## config.mk

```make
export PLATFORM = sky130hd
export DESIGN_NAME = dynamic_branch_predictor
export DESIGN_NICKNAME = d
export VERILOG_FILES = /design/src/rtl/bp_pkg.sv /design/src/rtl/return_address_stack.sv /design/src/rtl/dynamic_branch_predictor.sv
export SDC_FILE = /design/constraint.sdc
export NUM_CORES = 2
export LEC_CHECK = 0
export CELL_PAD_IN_SITES_DETAIL_PLACEMENT = 1
export CELL_PAD_IN_SITES_GLOBAL_PLACEMENT = 2
export CORE_MARGIN = 2
export CORE_UTILIZATION = 29
export CTS_CLUSTER_SIZE = 40
export DETAILED_ROUTE_END_ITERATION = 10
export PLACE_DENSITY = 0.62
export SYNTH_ARGS = -nofsm -noshare
export SYNTH_HDL_FRONTEND = slang
export SYNTH_SLANG_ARGS = --single-unit
export TNS_END_PERCENT = 1
```

## constraint.sdc

```tcl
create_clock -name clk -period 14.6 [get_ports clk]
set_input_delay 2.92 -clock clk [delete_from_list [all_inputs] [get_ports clk]]
set_output_delay 2.92 -clock clk [all_outputs]
set_load 0.02 [all_outputs]
```

## src/rtl/bp_pkg.sv

```systemverilog
// Shared decode constants and counter helpers for the fetch-stage branch predictor.
// Latency: none (package only).
// Backpressure: none (package only).
package bp_pkg;

    localparam int REG_WIDTH = 32;

    // Primary opcodes (inst[31:26])
    localparam logic [5:0] OP_SPECIAL = 6'b000000;
    localparam logic [5:0] OP_REGIMM  = 6'b000001;
    localparam logic [5:0] OP_J       = 6'b000010;
    localparam logic [5:0] OP_JAL     = 6'b000011;
    localparam logic [5:0] OP_BEQ     = 6'b000100;
    localparam logic [5:0] OP_BNE     = 6'b000101;
    localparam logic [5:0] OP_BLEZ    = 6'b000110;
    localparam logic [5:0] OP_BGTZ    = 6'b000111;

    // SPECIAL function codes (inst[5:0])
    localparam logic [5:0] FN_JR   = 6'b001000;
    localparam logic [5:0] FN_JALR = 6'b001001;

    // REGIMM rt selectors (inst[20:16])
    localparam logic [4:0] RT_BLTZ   = 5'b00000;
    localparam logic [4:0] RT_BGEZ   = 5'b00001;
    localparam logic [4:0] RT_BLTZAL = 5'b10000;
    localparam logic [4:0] RT_BGEZAL = 5'b10001;

    // Link register used by the return convention
    localparam logic [4:0] REG_RA = 5'd31;

    typedef logic [1:0] ctr2_t;

    // Two-bit saturating counter step toward the resolved outcome.
    function automatic ctr2_t ctr_next(input ctr2_t c, input logic taken);
        ctr2_t n;
        n = c;
        if (taken && (c != 2'b11)) begin
            n = c + 2'd1;
        end else if (!taken && (c != 2'b00)) begin
            n = c - 2'd1;
        end
        return n;
    endfunction

endpackage

```

## src/rtl/return_address_stack.sv

```systemverilog
// Circular return-address stack with checkpoint/restore for flush repair.
// Latency: top entry and checkpoint are combinational; push/pop/restore land at the clock edge.
// Backpressure: stall freezes state; flush restores {ptr,count} and discards same-cycle push/pop.
//
// Ports: clk/rst (sync, active-high); push_req/pop_req from decode (already fetch_valid-qualified);
// push_addr = return address to store; top_vld/top_addr = current prediction;
// ckpt = {ptr,count} after this instruction's own push/pop; flush/flush_ckpt = repair.
module return_address_stack
    import bp_pkg::*;
#(
    parameter  int RAS_DEPTH = 8,
    localparam int PW        = $clog2(RAS_DEPTH),
    localparam int CW        = $clog2(RAS_DEPTH + 1)
) (
    input  logic                 clk,
    input  logic                 rst,
    input  logic                 push_req,
    input  logic                 pop_req,
    input  logic                 stall,
    input  logic                 flush,
    input  logic [PW+CW-1:0]     flush_ckpt,
    input  logic [REG_WIDTH-1:0] push_addr,
    output logic                 top_vld,
    output logic [REG_WIDTH-1:0] top_addr,
    output logic [PW+CW-1:0]     ckpt
);

    localparam logic [CW-1:0] FULL = CW'(RAS_DEPTH);

    logic [PW-1:0]        ptr_q, ptr_d, ptr_adv;
    logic [CW-1:0]        cnt_q, cnt_d, cnt_adv;
    logic [REG_WIDTH-1:0] stack_q [RAS_DEPTH];
    logic [REG_WIDTH-1:0] stack_d [RAS_DEPTH];
    logic                 commit;

    // Kept apart from the update logic so the decode path reading the top
    // entry never loops back through push/pop requests.
    assign top_vld  = (cnt_q != '0);
    assign top_addr = top_vld ? stack_q[ptr_q - 1'b1] : '0;

    always_comb begin
        ptr_adv = ptr_q;
        cnt_adv = cnt_q;
        commit  = !stall && !flush;
        stack_d = stack_q;

        // Full stack: ptr keeps wrapping, so the oldest slot is overwritten
        // while count stays pinned at depth.
        if (push_req) begin
            ptr_adv = ptr_q + 1'b1;
            cnt_adv = (cnt_q == FULL) ? FULL : cnt_q + 1'b1;
        end else if (pop_req && (cnt_q != '0)) begin
            ptr_adv = ptr_q - 1'b1;
            cnt_adv = cnt_q - 1'b1;
        end

        // Checkpoint describes the instruction's effect regardless of stall,
        // because it travels with the instruction once it actually advances.
        ckpt = {ptr_adv, cnt_adv};

        if (flush) begin
            ptr_d = flush_ckpt[PW+CW-1:CW];
            cnt_d = flush_ckpt[CW-1:0];
        end else if (commit) begin
            ptr_d = ptr_adv;
            cnt_d = cnt_adv;
        end else begin
            ptr_d = ptr_q;
            cnt_d = cnt_q;
        end

        if (push_req && commit) begin
            stack_d[ptr_q] = push_addr;
        end
    end

    always_ff @(posedge clk) begin
        if (rst) begin
            ptr_q <= '0;
            cnt_q <= '0;
        end else begin
            ptr_q <= ptr_d;
            cnt_q <= cnt_d;
        end
    end

    // Entry contents carry no reset; a pop never clears them.
    always_ff @(posedge clk) begin
        stack_q <= stack_d;
    end

endmodule

```

## src/rtl/dynamic_branch_predictor.sv

```systemverilog
// Fetch-stage predictor: same-cycle decode, 2-bit BHT for conditional branches, RAS for JR $31.
// Latency: prediction is combinational from pc/inst/state; BHT training and RAS updates land at the clock edge.
// Backpressure: stall holds RAS state; flush repairs RAS from the redirecting instruction's checkpoint.
//
// Ports: fetch_valid/stall/pc/inst in; branch_taken/is_branch/is_call/is_return/branch_address/ras_ckpt out;
// upd_valid/upd_pc/upd_taken train the BHT from execute; flush/flush_ckpt repair the RAS.
module dynamic_branch_predictor
    import bp_pkg::*;
#(
    parameter  int    BHT_ENTRIES  = 256,
    parameter  int    RAS_DEPTH    = 8,
    parameter  ctr2_t COUNTER_INIT = 2'b01,
    localparam int    PW           = $clog2(RAS_DEPTH),
    localparam int    CW           = $clog2(RAS_DEPTH + 1),
    localparam int    IW           = $clog2(BHT_ENTRIES)
) (
    input  logic                 clk,
    input  logic                 rst,
    input  logic                 fetch_valid,
    input  logic                 stall,
    input  logic [REG_WIDTH-1:0] pc,
    input  logic [REG_WIDTH-1:0] inst,
    output logic                 branch_taken,
    output logic                 is_branch,
    output logic                 is_call,
    output logic                 is_return,
    output logic [REG_WIDTH-1:0] branch_address,
    output logic [PW+CW-1:0]     ras_ckpt,
    input  logic                 upd_valid,
    input  logic [REG_WIDTH-1:0] upd_pc,
    input  logic                 upd_taken,
    input  logic                 flush,
    input  logic [PW+CW-1:0]     flush_ckpt
);

    ctr2_t                bht_q [BHT_ENTRIES];
    ctr2_t                bht_d [BHT_ENTRIES];
    logic [IW-1:0]        idx, upd_idx;
    logic [REG_WIDTH-1:0] pc4, pc8, bt, jt;
    logic                 cond_taken;
    logic                 ras_top_vld;
    logic [REG_WIDTH-1:0] ras_top_addr;
    logic                 unused_bits;

    assign unused_bits = ^{upd_pc[REG_WIDTH-1:IW+2], upd_pc[1:0]};

    assign idx     = pc[IW+1:2];
    assign upd_idx = upd_pc[IW+1:2];
    assign pc4     = pc + 32'd4;
    assign pc8     = pc + 32'd8;
    assign bt      = pc4 + {{14{inst[15]}}, inst[15:0], 2'b00};
    assign jt      = {pc4[31:28], inst[25:0], 2'b00};

    // Read uses the registered table, so a same-cycle update to this index
    // is not visible until the next cycle.
    assign cond_taken = bht_q[idx][1];

    always_comb begin
        bht_d = bht_q;
        if (upd_valid) begin
            bht_d[upd_idx] = ctr_next(bht_q[upd_idx], upd_taken);
        end
    end

    always_ff @(posedge clk) begin
        if (rst) begin
            for (int i = 0; i < BHT_ENTRIES; i++) begin
                bht_q[i] <= COUNTER_INIT;
            end
        end else begin
            bht_q <= bht_d;
        end
    end

    always_comb begin
        branch_taken   = 1'b0;
        is_branch      = 1'b0;
        is_call        = 1'b0;
        is_return      = 1'b0;
        branch_address = '0;
        if (fetch_valid) begin
            case (inst[31:26])
                OP_J: begin
                    is_branch      = 1'b1;
                    branch_taken   = 1'b1;
                    branch_address = jt;
                end
                OP_JAL: begin
                    is_branch      = 1'b1;
                    is_call        = 1'b1;
                    branch_taken   = 1'b1;
                    branch_address = jt;
                end
                OP_BEQ, OP_BNE, OP_BLEZ, OP_BGTZ: begin
                    is_branch      = 1'b1;
                    branch_taken   = cond_taken;
                    branch_address = bt;
                end
                OP_REGIMM: begin
                    case (inst[20:16])
                        RT_BLTZ, RT_BGEZ: begin
                            is_branch      = 1'b1;
                            branch_taken   = cond_taken;
                            branch_address = bt;
                        end
                        // Linking forms only push when we expect to follow the link.
                        RT_BLTZAL, RT_BGEZAL: begin
                            is_branch      = 1'b1;
                            is_call        = cond_taken;
                            branch_taken   = cond_taken;
                            branch_address = bt;
                        end
                        default: ;
                    endcase
                end
                OP_SPECIAL: begin
                    if (inst[5:0] == FN_JR) begin
                        is_branch = 1'b1;
                        if (inst[25:21] == REG_RA) begin
                            is_return      = 1'b1;
                            branch_taken   = ras_top_vld;
                            branch_address = ras_top_addr;
                        end
                    end else if (inst[5:0] == FN_JALR) begin
                        is_branch = 1'b1;
                        is_call   = 1'b1;
                    end
                end
                default: ;
            endcase
        end
    end

    return_address_stack #(
        .RAS_DEPTH (RAS_DEPTH)
    ) u_ras (
        .clk        (clk),
        .rst        (rst),
        .push_req   (is_call),
        .pop_req    (is_return),
        .stall      (stall),
        .flush      (flush),
        .flush_ckpt (flush_ckpt),
        .push_addr  (pc8),
        .top_vld    (ras_top_vld),
        .top_addr   (ras_top_addr),
        .ckpt       (ras_ckpt)
    );

endmodule

```

==> reports/results.ini <==
[global_routing]
antenna_found_initial=7
grt_pass1_wl_um=194000
grt_pass1_vias=28593
grt_max_degree=131
track_usage_pct=19.6
grt_overflow=0

[logic_synthesis]
synth_edf_count=256
synth_top_area_share_pct=27.8
ys_seq_area_share_pct=48.3
syn_avg_cell_area_um2=11.1
ys_top_cells_by_area=dfxtp_1 28%, edfxtp_1 21%, mux4_2 17%, o21ai_0 7.0%, nand3b_1 4.8%
syn-num-nets=3523
synthArstFlopShare_pct=0
synth_most_common_cell=o21ai_0
ys_ff_latch=775
syn_inst=3370
yosysWarnings=0
ys_top_cells_by_count=527 x o21ai_0, 519 x dfxtp_1, 333 x nand2_1, 282 x mux4_2, 256 x edfxtp_1
yosysTopAreaCell=dfxtp_1
syn-cell-area_mm2=0.0374
synth_ff_type=dfxtp_1
ys_types=67

[clock_network]
cts-buffers-inserted=94
ctsHtreeMaxLevel=3
cts_buffer_depth=3
cts_hold_buffers=0
cts_tree=yes
numClockSinks=775
clk_latency_ns=0.70
post-cts-setup-buffers=0
path_clk_slew_ns=0.06
post_cts_resize_count=0
clockRootBuffer=clkbuf_16

[power_and_ir_drop]
power_density_mw_per_mm2=115
vdd.ir_drop.worst_uv=77.7
leakagePower_nw=13.8

[sta]
period_needed_ns=12.03
layout_setup_ws_ns=2.57
skew_ns=0.0382
max_freq_mhz=83.2
finalMaxSlewViolations=0
setup_viol=0
max_slew_margin_pct=23.5
report.final.hold_viol_count=0
fin_crit_sh_pct=82.4
setup_tns_ns=0
rsz0062_at_grt=false
worst_slew_pin_slew_ns=1.15

[setup_path]
critPathRequiredTime_ns=11.68
r2r-end=bht_q[116]
crit_fanout=18
ff2ff_path_depth=14
r2r_setup_slack_ns=9.31
cp-start-kind=primary input
r2r_start=bht_q[511]
endpoint_kind=output port
path_class=primary input to output port
cp.arrival_ns=9.11

[job]
maxCapViolCount=0

[status]
status=completed

[final_layout]
synthToLayoutAreaGrowth_pct=16.1
drive_gt1_share_pct=15.7
fin_nets=3544

[route]
ant_nets=0
vias=27670
post_drt_wl_per_cell_um=25.3
firstDrtPassIters=8
route.detailed.drc=0
first_iter_violations=2049
wl_um=130000
vias_per_cell=5.39

[floorplan]
die_y_um=363
dieArea_mm2=0.132
core_area_mm2=0.128
fp-row-count=131
start_util_pct=29.3
die_x_um=363
boundaryPins=153

[placement]
numPortBuffers=128
dp_slack_ns=2.63
post-dp-hpwl_um=78600
gp_congestion=0.804

[hold_path]
hp-start=bht_q[238]
hold_class=flip-flop to flip-flop
min_path_cells=2
whs_endpoint=bht_q[238]

==> routing by layer <==
layer | up-vias | global-route usage [%] | routed length (um)
met1 | 14219 | 26.9 | 60000
met5 | - | 0 | 26
met3 | 161 | 2.59 | 4830
met2 | 532 | 32.7 | 62400
li1 | 12754 | - | -
met4 | 4 | 4.99 | 2750
==> state kept, by name (all words and copies together), names as in the netlist <==
register / cells
u_ras.cnt_q: 4
u_ras.ptr_q: 3
u_ras.stack_q: 256
bht_q: 512
==> critical path, cell delays in order <==
cell	delay, ns
clkdlybuf4s50_1	1.02
and3_1	0.35
and3_1	0.33
nand2_1	0.12
nor3_1	0.66
nand3_1	0.18
xnor2_1	0.17
ha_1	0.36
a21o_1	0.19
a21o_1	0.19
a221oi_1	0.39
nor2_1	0.09
a211oi_1	0.23
o31ai_1	0.18
a31oi_1	0.40
o41ai_1	0.17
and2_1	0.18
o32ai_1	0.30
clkdlybuf4s50_1	0.67
==> cell usage in the layout, fill, tap and decap left out, drive strengths merged, types with 42 or more instances in the layout <==
master         count
mux4             282
clkdlybuf4s50    120
dfxtp            519
nand3b           237
mux2i             80
o21ai            749
ha                42
nor2             117
nand2            333
clkbuf           138
a21oi             77
edfxtp           256
xnor2             48
buf               61
nor3              42
==> worst max-delay path by stage <==
stage,startpoint,end,slack (ns),depth (start not counted)
floorplan,pc[2],branch_address[30],4.48,19
global placement,pc[6],branch_address[30],2.64,19
detailed placement,pc[5],branch_address[29],2.63,19
CTS,pc[5],branch_address[29],2.61,19
global route,pc[5],branch_address[29],2.17,19
finish,pc[5],branch_address[30],2.57,19
==> through the flow <==
stage / util [%] / power (mW) / hold slack (ns) / instance area [um^2] / std cells
after floorplan: - / 2.56 / 0.452 / 37400 / 3370
after global placement: 31.6 / 2.71 / 0.466 / 40300 / 4957
after detailed placement: 31.6 / 2.71 / 0.479 / 40300 / 4957
after CTS: 34.0 / 5.08 / 0.494 / 43400 / 5128
after global routing: 34.0 / 5.20 / 0.509 / 43400 / 5128
final: 34.0 / 5.02 / 0.490 / 43400 / 5130
==> kinds of logic (layout without fill, tap and decap cells) <==
family / after synthesis / after routing / share of synthesized area (%)
AOI/OAI and AO/OA: 942 / 942 / 13.5
and+or+nand+nor: 867 / 867 / 12.1
DFF: 775 / 775 / 48.3
muxes: 372 / 372 / 19.4
buffers and inverters: 283 / 379 / 3.21
xor gates and xnor gates: 88 / 88 / 2.06
adders and majority gates: 43 / 43 / 1.46
other: 0 / 2 / 0
==> where the power goes <==
part | switching (mW) | internal (mW)
combinational | 0.263 | 0.157
clock | 0.960 | 1.39
sequential | 0.00902 | 2.23
total | 1.23 | 3.78
==> layout make-up <==
| type | count | area [um^2] |
|---|---|---|
| tap | 1662 | 2080 |
| multi-input combinational | 2312 | 18400 |
| inverter | 27 | 101 |
| clock buffer | 138 | 2760 |
| sequential | 775 | 18100 |
| fill | 13936 | 84400 |
| clock inverter | 33 | 328 |
| timing repair buffer | 181 | 1690 |
| antenna | 2 | 5.00 |
(Power assumes the default switching activity.)
